<file path="src/rtl/axi3_pkg.sv">
// Shared AXI3 definitions: response codes, burst types, size helper and the
// initiator state encoding.
package axi3_pkg;

    typedef enum logic [1:0] {
        RESP_OKAY   = 2'd0,
        RESP_EXOKAY = 2'd1,
        RESP_SLVERR = 2'd2,
        RESP_DECERR = 2'd3
    } axi_resp_e;

    localparam logic [1:0] BURST_FIXED = 2'b00;
    localparam logic [1:0] BURST_INCR  = 2'b01;
    localparam logic [1:0] BURST_WRAP  = 2'b10;

    typedef enum logic [2:0] {
        ST_IDLE = 3'd0,
        ST_AR   = 3'd1,
        ST_R    = 3'd2,
        ST_AW   = 3'd3,
        ST_W    = 3'd4,
        ST_B    = 3'd5
    } axi3_state_e;

    function automatic logic [2:0] size_from_width(input int unsigned data_w);
        case (data_w)
            8:       return 3'd0;
            16:      return 3'd1;
            32:      return 3'd2;
            64:      return 3'd3;
            128:     return 3'd4;
            default: return 3'd3;
        endcase
    endfunction

    // Responses are ordered by severity, so "worst" is the numeric maximum.
    function automatic logic [1:0] resp_max(input logic [1:0] a, input logic [1:0] b);
        return (a > b) ? a : b;
    endfunction

endpackage

</file>
<file path="src/rtl/axi3_burst_initiator.sv">
// Single-outstanding AXI3 INCR burst initiator (1..16 beats) for a Zynq HP port.
// Optional AXI3_ERR_COUNT_EN adds a saturating err_count output.
module axi3_burst_initiator
    import axi3_pkg::*;
#(
    parameter int unsigned DATA_W = 64,
    parameter int unsigned ADDR_W = 32,
    parameter int unsigned ID_W   = 6,
    parameter int unsigned AXI_ID = 0
) (
    input  logic                clock,
    input  logic                reset,
    input  logic                req_valid,
    output logic                req_ready,
    input  logic                req_write,
    input  logic [ADDR_W-1:0]   req_addr,
    input  logic [3:0]          req_len,
    input  logic                wr_valid,
    output logic                wr_ready,
    input  logic [DATA_W-1:0]   wr_data,
    input  logic [DATA_W/8-1:0] wr_strb,
    output logic                rd_valid,
    input  logic                rd_ready,
    output logic [DATA_W-1:0]   rd_data,
    output logic                rd_last,
    output logic                done,
    output logic [1:0]          done_resp,
    output logic [ADDR_W-1:0]   axi_araddr,
    output logic [3:0]          axi_arlen,
    output logic [2:0]          axi_arsize,
    output logic [1:0]          axi_arburst,
    output logic [ID_W-1:0]     axi_arid,
    output logic [3:0]          axi_arcache,
    output logic [2:0]          axi_arprot,
    output logic [1:0]          axi_arlock,
    output logic [3:0]          axi_arqos,
    output logic                axi_arvalid,
    input  logic                axi_arready,
    input  logic                axi_rvalid,
    output logic                axi_rready,
    input  logic [DATA_W-1:0]   axi_rdata,
    input  logic [1:0]          axi_rresp,
    input  logic                axi_rlast,
    output logic [ADDR_W-1:0]   axi_awaddr,
    output logic [3:0]          axi_awlen,
    output logic [2:0]          axi_awsize,
    output logic [1:0]          axi_awburst,
    output logic [ID_W-1:0]     axi_awid,
    output logic [3:0]          axi_awcache,
    output logic [2:0]          axi_awprot,
    output logic [1:0]          axi_awlock,
    output logic [3:0]          axi_awqos,
    output logic                axi_awvalid,
    input  logic                axi_awready,
    output logic                axi_wvalid,
    input  logic                axi_wready,
    output logic [DATA_W-1:0]   axi_wdata,
    output logic [DATA_W/8-1:0] axi_wstrb,
    output logic                axi_wlast,
    output logic [ID_W-1:0]     axi_wid,
    input  logic                axi_bvalid,
    output logic                axi_bready,
    input  logic [1:0]          axi_bresp
`ifdef AXI3_ERR_COUNT_EN
    ,
    output logic [7:0]          err_count
`endif
);

    localparam logic [2:0]        AXSIZE   = size_from_width(DATA_W);
    localparam logic [ADDR_W-1:0] LSB_MASK = (ADDR_W'(1) << AXSIZE) - ADDR_W'(1);
    localparam logic [ID_W-1:0]   ID_VAL   = ID_W'(AXI_ID);

    axi3_state_e       state_q, state_d;
    logic [ADDR_W-1:0] addr_q, addr_d;
    logic [3:0]        len_q, len_d;
    logic [3:0]        cnt_q, cnt_d;
    logic              arvalid_q, arvalid_d;
    logic              awvalid_q, awvalid_d;
    logic              bready_q, bready_d;
    logic              done_q, done_d;
    logic [1:0]        done_resp_q, done_resp_d;
    logic [1:0]        worst_q, worst_d;
    logic              mism_q, mism_d;
`ifdef AXI3_ERR_COUNT_EN
    logic [7:0]        err_count_q, err_count_d;
`endif

    logic beat_last_s;
    logic r_hs_s;
    logic w_hs_s;

    assign beat_last_s = (cnt_q == len_q);
    assign r_hs_s      = (state_q == ST_R) && axi_rvalid && rd_ready;
    assign w_hs_s      = (state_q == ST_W) && wr_valid && axi_wready;

    // Next-state, beat counting and response accumulation.
    always_comb begin
        state_d     = state_q;
        addr_d      = addr_q;
        len_d       = len_q;
        cnt_d       = cnt_q;
        arvalid_d   = arvalid_q;
        awvalid_d   = awvalid_q;
        bready_d    = bready_q;
        done_d      = 1'b0;
        done_resp_d = done_resp_q;
        worst_d     = worst_q;
        mism_d      = mism_q;
        case (state_q)
            ST_IDLE: begin
                if (req_valid) begin
                    addr_d  = req_addr & ~LSB_MASK;
                    len_d   = req_len;
                    cnt_d   = 4'd0;
                    worst_d = RESP_OKAY;
                    mism_d  = 1'b0;
                    if (req_write) begin
                        awvalid_d = 1'b1;
                        state_d   = ST_AW;
                    end else begin
                        arvalid_d = 1'b1;
                        state_d   = ST_AR;
                    end
                end else begin
                    state_d = ST_IDLE;
                end
            end
            ST_AR: begin
                if (axi_arready) begin
                    arvalid_d = 1'b0;
                    cnt_d     = 4'd0;
                    state_d   = ST_R;
                end else begin
                    arvalid_d = 1'b1;
                end
            end
            ST_R: begin
                if (r_hs_s) begin
                    worst_d = resp_max(worst_q, axi_rresp);
                    // rlast is trusted; a disagreement with our own count is only reported.
                    mism_d  = mism_q | (axi_rlast != beat_last_s);
                    if (axi_rlast) begin
                        done_d      = 1'b1;
                        done_resp_d = mism_d ? resp_max(worst_d, RESP_SLVERR) : worst_d;
                        state_d     = ST_IDLE;
                    end else begin
                        cnt_d = cnt_q + 4'd1;
                    end
                end else begin
                    cnt_d = cnt_q;
                end
            end
            ST_AW: begin
                if (axi_awready) begin
                    awvalid_d = 1'b0;
                    cnt_d     = 4'd0;
                    state_d   = ST_W;
                end else begin
                    awvalid_d = 1'b1;
                end
            end
            ST_W: begin
                if (w_hs_s) begin
                    if (beat_last_s) begin
                        bready_d = 1'b1;
                        state_d  = ST_B;
                    end else begin
                        cnt_d = cnt_q + 4'd1;
                    end
                end else begin
                    cnt_d = cnt_q;
                end
            end
            ST_B: begin
                if (axi_bvalid) begin
                    bready_d    = 1'b0;
                    done_d      = 1'b1;
                    done_resp_d = axi_bresp;
                    state_d     = ST_IDLE;
                end else begin
                    bready_d = 1'b1;
                end
            end
            default: begin
                state_d   = ST_IDLE;
                arvalid_d = 1'b0;
                awvalid_d = 1'b0;
                bready_d  = 1'b0;
            end
        endcase
`ifdef AXI3_ERR_COUNT_EN
        if (done_d && (done_resp_d != RESP_OKAY) && (err_count_q != 8'hFF)) begin
            err_count_d = err_count_q + 8'd1;
        end else begin
            err_count_d = err_count_q;
        end
`endif
    end

    // State and registered outputs.
    always_ff @(posedge clock or posedge reset) begin
        if (reset) begin
            state_q     <= ST_IDLE;
            addr_q      <= '0;
            len_q       <= 4'd0;
            cnt_q       <= 4'd0;
            arvalid_q   <= 1'b0;
            awvalid_q   <= 1'b0;
            bready_q    <= 1'b0;
            done_q      <= 1'b0;
            done_resp_q <= 2'd0;
            worst_q     <= 2'd0;
            mism_q      <= 1'b0;
`ifdef AXI3_ERR_COUNT_EN
            err_count_q <= 8'd0;
`endif
        end else begin
            state_q     <= state_d;
            addr_q      <= addr_d;
            len_q       <= len_d;
            cnt_q       <= cnt_d;
            arvalid_q   <= arvalid_d;
            awvalid_q   <= awvalid_d;
            bready_q    <= bready_d;
            done_q      <= done_d;
            done_resp_q <= done_resp_d;
            worst_q     <= worst_d;
            mism_q      <= mism_d;
`ifdef AXI3_ERR_COUNT_EN
            err_count_q <= err_count_d;
`endif
        end
    end

    assign req_ready   = (state_q == ST_IDLE);

    assign axi_araddr  = addr_q;
    assign axi_arlen   = len_q;
    assign axi_arsize  = AXSIZE;
    assign axi_arburst = BURST_INCR;
    assign axi_arid    = ID_VAL;
    assign axi_arcache = 4'd0;
    assign axi_arprot  = 3'd0;
    assign axi_arlock  = 2'd0;
    assign axi_arqos   = 4'd0;
    assign axi_arvalid = arvalid_q;

    assign axi_awaddr  = addr_q;
    assign axi_awlen   = len_q;
    assign axi_awsize  = AXSIZE;
    assign axi_awburst = BURST_INCR;
    assign axi_awid    = ID_VAL;
    assign axi_awcache = 4'd0;
    assign axi_awprot  = 3'd0;
    assign axi_awlock  = 2'd0;
    assign axi_awqos   = 4'd0;
    assign axi_awvalid = awvalid_q;

    // Data channels are pure pass-through so bursts stream at full rate.
    assign rd_valid    = (state_q == ST_R) && axi_rvalid;
    assign axi_rready  = (state_q == ST_R) && rd_ready;
    assign rd_data     = axi_rdata;
    assign rd_last     = axi_rlast;

    assign axi_wvalid  = (state_q == ST_W) && wr_valid;
    assign wr_ready    = (state_q == ST_W) && axi_wready;
    assign axi_wdata   = wr_data;
    assign axi_wstrb   = wr_strb;
    assign axi_wlast   = (state_q == ST_W) && beat_last_s;
    assign axi_wid     = ID_VAL;

    assign axi_bready  = bready_q;
    assign done        = done_q;
    assign done_resp   = done_resp_q;
`ifdef AXI3_ERR_COUNT_EN
    assign err_count   = err_count_q;
`endif

endmodule

</file>
<file path="config.mk">
export PLATFORM = sky130hd
export DESIGN_NAME = axi3_burst_initiator
export DESIGN_NICKNAME = d
export VERILOG_FILES = /design/src/rtl/axi3_pkg.sv /design/src/rtl/axi3_burst_initiator.sv
export SDC_FILE = /design/constraint.sdc
export NUM_CORES = 1
export LEC_CHECK = 0
export CELL_PAD_IN_SITES_DETAIL_PLACEMENT = 0
export CELL_PAD_IN_SITES_GLOBAL_PLACEMENT = 1
export CORE_AREA = 2 2 179 181
export DETAILED_ROUTE_END_ITERATION = 6
export DIE_AREA = 0 0 181 183
export PLACE_DENSITY = 0.59
export SLEW_MARGIN = 15
export SYNTH_ARGS = -nofsm -noshare
export SYNTH_HDL_FRONTEND = slang
export SYNTH_SLANG_ARGS = --single-unit
</file>
<file path="constraint.sdc">
create_clock -name clock -period 5.4 [get_ports clock]
set_input_delay 1.62 -clock clock [delete_from_list [all_inputs] [get_ports clock]]
set_output_delay 1.62 -clock clock [all_outputs]
set_load 0.02 [all_outputs]
</file>
==> impl_metrics.ini, run 1 <==
[die]
core_area_um2 = 31200
start_util = 0.131
die_w_um = 181
dieArea_um2 = 33100
boundaryPins = 463
die_h_um = 183
rows = 65

[synthesis]
syn_area_per_cell_um2 = 9.45
synthArstFlopShare = 1.00
yosys.area.top_type = buf_4
yosys_warnings = 0
synth.top_cell.area_share = 0.430
synth_seq_cells = 49
synth_area_leaders = buf_4 43%, dfrtp_1 30%, mux2_1 8.2%
ys_seq_area_frac = 0.299
synth-edff-count = 0
synth_cells = 434
synth_flop_cell = dfrtp_1
synth_cell_types = 45
synth_area_um2 = 4100

[drt]
drtIter0Drc = 57
drc = 0
via_count = 2407
drtPass1Iterations = 4
avgRoutedWirePerCell_um = 13.3
wl_met3_mm = 1.53
wirelength_mm = 10.5
vias_per_cell = 3.04
antenna_left = 0
routed.top_layer = met4
wl_met2_mm = 4.61
wl_met1_mm = 3.70

[timing]
post-route-period-util = 0.829
worst-slew-pin-transition_ps = 941
rsz0062_at_grt = false
finClkSkew_ps = 11.9
fmax_ghz = 0.223
drv_slew = 0
worst_slack_ps = 924
final_hold_viol_count = 0
period_minus_slack_ps = 4480
final-setup-viol-count = 0
tns_ps = 0
slew_headroom = 0.373

[worst_setup_path]
regToRegStartpoint = state_q[0]
crit_type = in -> out
critPathMaxFanout = 4
end_kind = output pin
cp_data_arrival_time_ps = 2860
worstPathRequired_ps = 3780
start_kind = input pin
cp-startpoint = rd_ready

[place]
gp_congestion = 0.653
dpl.hpwl_mm = 8.41
port_buffers = 127
dp_cells = 783
dpl_cell_area_um2 = 4320
dpl_worst_slack_ps = 925

[layout]
fin_util = 0.143
final_cell_mix = 127 x clkdlybuf4s50_1, 60 x conb_1, 49 x dfrtp_1, 30 x mux2_1, 11 x nand2_1
instances_no_fill = 791
antenna_cells = 0
design_area_um2 = 4450
layout_commonest_cell = clkdlybuf4s50_1
areaGrowthSynthToFinish_pct = 8.60
final_nets = 580
drive_gt1_frac = 0.0540

[outcome]
status = finished clean

[min_path]
hp-start = done_resp[1]
hold_class = reg -> reg

[clock_network]
root_buffer = clkbuf_16
cts.repair.resized = 0
cts_setup_buffers = 0
htree_levels = 2
clock_latency_ps = 300
cts_made_buffers = 5
hold_buffers = 0
cts.clk_slew.worst_paths_ps = 70
cts_sinks = 49
cts_tree = done
cts_max_path_buffers = 2

[grt]
grt_use_total = 0.0613
gr-total-overflow = 0
grt_pass1_wl_mm = 14.8
antenna_found_initial = 0
grt_pass1_vias = 2183
grt_start_max_net_pins = 35

[power_and_ir_drop]
vdd_drop_max_uv = 140
p_leak_nw = 1.78
power_density_nw_per_um2 = 575

[run]
drv_cap = 0
## power breakdown
part	total (mW)	internal, mW	switching, mW
Combinational	1.51	0.739	0.776
Clock	0.317	0.173	0.144
Sequential	0.729	0.540	0.189
## cell type report
class / count / area, µm²
repair buffers: 128 / 1280
inverters: 12 / 45.0
flip-flops and latches: 49 / 1230
fillers: 3551 / 26800
multi-input cells: 192 / 1260
well taps: 402 / 503
clock buffers: 8 / 136
## worst max-delay path, stage by stage
cell,delay [ps]
clkdlybuf4s50_1,500
and2_1,130
clkdlybuf4s50_1,600
## state kept, by name, summed over array words and instances, names as in the netlist
signal,flops
axi_araddr,29
axi_arlen,4
axi_arvalid,1
axi_awvalid,1
axi_bready,1
cnt_q,4
done,1
done_resp,2
mism_q,1
state_q,3
worst_q,2
## layer usage
metal | GRT usage | vias to the layer above
met1 | 0.0619 | 1091
met4 | 0.0465 | 0
met2 | 0.0954 | 218
li1 | - | 1031
met5 | 0 | -
met3 | 0.0336 | 67
## cell families after synthesis
logic type | after synthesis | share of synthesized area
buffers and inverters | 251 | 0.446
DFF | 49 | 0.299
and+or+nand+nor | 48 | 0.0622
muxes | 38 | 0.104
AOI/OAI and AO/OA | 37 | 0.0638
xor gates and xnor gates | 5 | 0.0107
adders and majority gates | 4 | 0.0122
other | 2 | 0.00183
## synthesized netlist by cell type, types with 4 or more instances
master and number:
o21ai_0 8, nor2_1 10, inv_1 11, and2_1 4, nor3_1 7, a21oi_1 7, buf_2 4, ha_1 4
xnor2_1 5, o21ai_1 4, mux2_2 4, mux2_1 30, dfrtp_1 49, buf_4 235, nand2_1 11
## worst paths after layout
kind                                  end  slack [ps]  depth (start not counted)
max                            axi_rready         920                          3
max reg2reg                 axi_araddr[8]        3150                          3
min reg2reg                  done_resp[1]         500                          2
min                          done_resp[1]         500                          2
min in group asynchronous  axi_araddr[26]        1690                          2
max in group asynchronous  axi_araddr[12]        2940                          3
## through the flow
step,hold WS (ps),total power [mW]
2_1_floorplan,475,1.89
3_3_place_gp,478,2.27
3_5_place_dp,486,2.28
4_1_cts,502,2.61
5_1_grt,537,2.73
6_report,495,2.56
(Power assumes the default switching activity.)
==> run 2: changes to the inputs <==
- CORE_AREA: 2 2 179 181 -> 2 2 178 180
- DIE_AREA: 0 0 181 183 -> 0 0 180 182
- PLACE_DENSITY: 0.59 -> 0.62
- clock period: 5.4 -> 3.76 ns (I/O delays scaled with it)
==> run 2 against run 1 <==
Sequential share of layout area is 0.43 points lower; sequential cell count stayed put; clock skew is 6.5 ps lower; critical endpoint is now rd_valid; clock power is 54% higher; global-route usage is 0.71 points higher; critical path depth stayed put; combinational power is 50% higher; core utilization is 0.34 points higher; clock-buffer cell count is 1 lower; setup slack worse by 670 ps; routed wire length is 7.9% higher.
==> impl_metrics.ini, run 2 (synthesis gave the netlist of run 1 again) <==
[layout]
layout_commonest_cell = clkdlybuf4s50_1
final_nets = 585
fin_util = 0.146
drive_gt1_frac = 0.0736
areaGrowthSynthToFinish_pct = 10.3
instances_no_fill = 796
largest_reg_flops = 29
final_cell_mix = 127 x clkdlybuf4s50_1, 60 x conb_1, 49 x dfrtp_1, 30 x mux2_1, 11 x nand2_1
antenna_cells = 0

[timing]
rsz0062_at_grt = false
final_hold_viol_count = 0
whs_ps = 490
drv_slew = 0
period_minus_slack_ps = 3500
post-route-period-util = 0.932
slew_headroom = 0.654
finClkSkew_ps = 5.39
tns_ps = 0
final-setup-viol-count = 0
worst-slew-pin-transition_ps = 517
worst_slack_ps = 255
fmax_ghz = 0.285

[die]
die_w_um = 180
die_h_um = 182
core_area_um2 = 31000
dieArea_um2 = 32800
rows = 65
start_util = 0.132
boundaryPins = 463

[worst_setup_path]
end_kind = output pin
critPathMaxFanout = 4
cpMostUsedCell = clkdlybuf4s50_1
worstPathRequired_ps = 2630
start_kind = input pin
crit_family = buffers and inverters
path_cells = clkdlybuf4s50_1, and2_1, clkdlybuf4s50_1
slowest_stage = clkdlybuf4s50_1
crit_type = in -> out
slowest_delay_ps = 600
cp_data_arrival_time_ps = 2380
cp.buffers_inverters = 2

[power_and_ir_drop]
vdd_drop_max_uv = 172
clkPwrFrac = 0.130
seqPwrFrac = 0.269
p_int_mw = 2.16
pwr-share-comb = 0.601
power.switching_mw = 1.60
power_density_nw_per_um2 = 830
p_leak_nw = 1.82
switching_share = 0.426

[clock_network]
cts_max_path_buffers = 2
htree_levels = 2
hold_buffers = 0
cts_tree = done
root_buffer = clkbuf_16
cts_sinks = 49
cts.repair.resized = 0
cts_made_buffers = 5
clock_latency_ps = 300
cts_setup_buffers = 0
cts.clk_slew.worst_paths_ps = 70

[grt]
antenna_found_initial = 0
grt_pass1_wl_mm = 16.0
gr-total-overflow = 0
grt_start_max_net_pins = 29
grt_pass1_vias = 2313
grt_use_total = 0.0684

[drt]
drtIter0Drc = 56
drc = 0
via_count = 2415
antenna_left = 0
avgRoutedWirePerCell_um = 14.3
wirelength_mm = 11.4
vias_per_cell = 3.03
drtPass1Iterations = 4

[outcome]
status = finished clean

[place]
port_buffers = 127
dp_cells = 788
dpl.hpwl_mm = 9.50
gp_congestion = 0.686
dpl_worst_slack_ps = 257

[min_path]
hold_class = reg -> reg

[run]
drv_cap = 0
[run 2: changes by cell type in the layout (fill, tap and decap cells not counted), sizes merged]
cell    previous run  this run
buf                1         6
clkbuf             8         7
clkinv             0         1
[run 2: final timing paths]
kind | startpoint | depth (start not counted) | slack [ps] | end
min reg2reg | done_resp[1] | 2 | 490 | done_resp[1]
min in group asynchronous | reset | 2 | 1180 | axi_araddr[27]
max | axi_rvalid | 3 | 260 | rd_valid
max reg2reg | state_q[2] | 6 | 1660 | cnt_q[0]
min | done_resp[1] | 2 | 490 | done_resp[1]
max in group asynchronous | reset | 3 | 1790 | axi_araddr[7]
[run 2: layer usage]
metal,vias to the layer above,track usage,routed length (µm)
li1,1040,-,-
met1,1080,0.0651,3830
met2,217,0.106,5050
met3,78,0.0379,1490
met4,0,0.0618,1020
met5,-,0,0
[run 2: worst register-to-register path, stage by stage, from the launching register on]
cell and delay (ps):
dfrtp_1 540, buf_4 250, nor3b_1 250, a31oi_2 70, o211ai_1 370, or2_4 220, mux2_4 290
[run 2: layout make-up]
type	instances	area, µm²
fillers	3519	26500
well taps	402	503
flip-flops and latches	49	1230
repair buffers	133	1330
multi-input cells	192	1260
inverters	12	45.0
clock buffers	7	153
clock inverters	1	5.00
[run 2: metrics by stage]
stage | instance area [µm²] | power, mW
after floorplan | 4320 | 2.71
after global placement | 4370 | 3.31
after detailed placement | 4370 | 3.33
after CTS | 4530 | 3.85
after global routing | 4530 | 4.01
final | 4530 | 3.76
[run 2: power by group through the flow]
stage / clock (mW) / combinational, mW / sequential, mW
3_5_place_dp: 0 / 2.30 / 1.03
5_1_grt: 0.538 / 2.40 / 1.07
4_1_cts: 0.522 / 2.30 / 1.02
2_1_floorplan: 0 / 1.50 / 1.21
3_3_place_gp: 0 / 2.29 / 1.02
6_report: 0.488 / 2.26 / 1.01
==> run 3: changes to the inputs <==
- HOLD_SLACK_MARGIN: not set -> 0.03
==> results of run 3 <==
The final DEF is identical to that of run 2; final timing and power are the same.
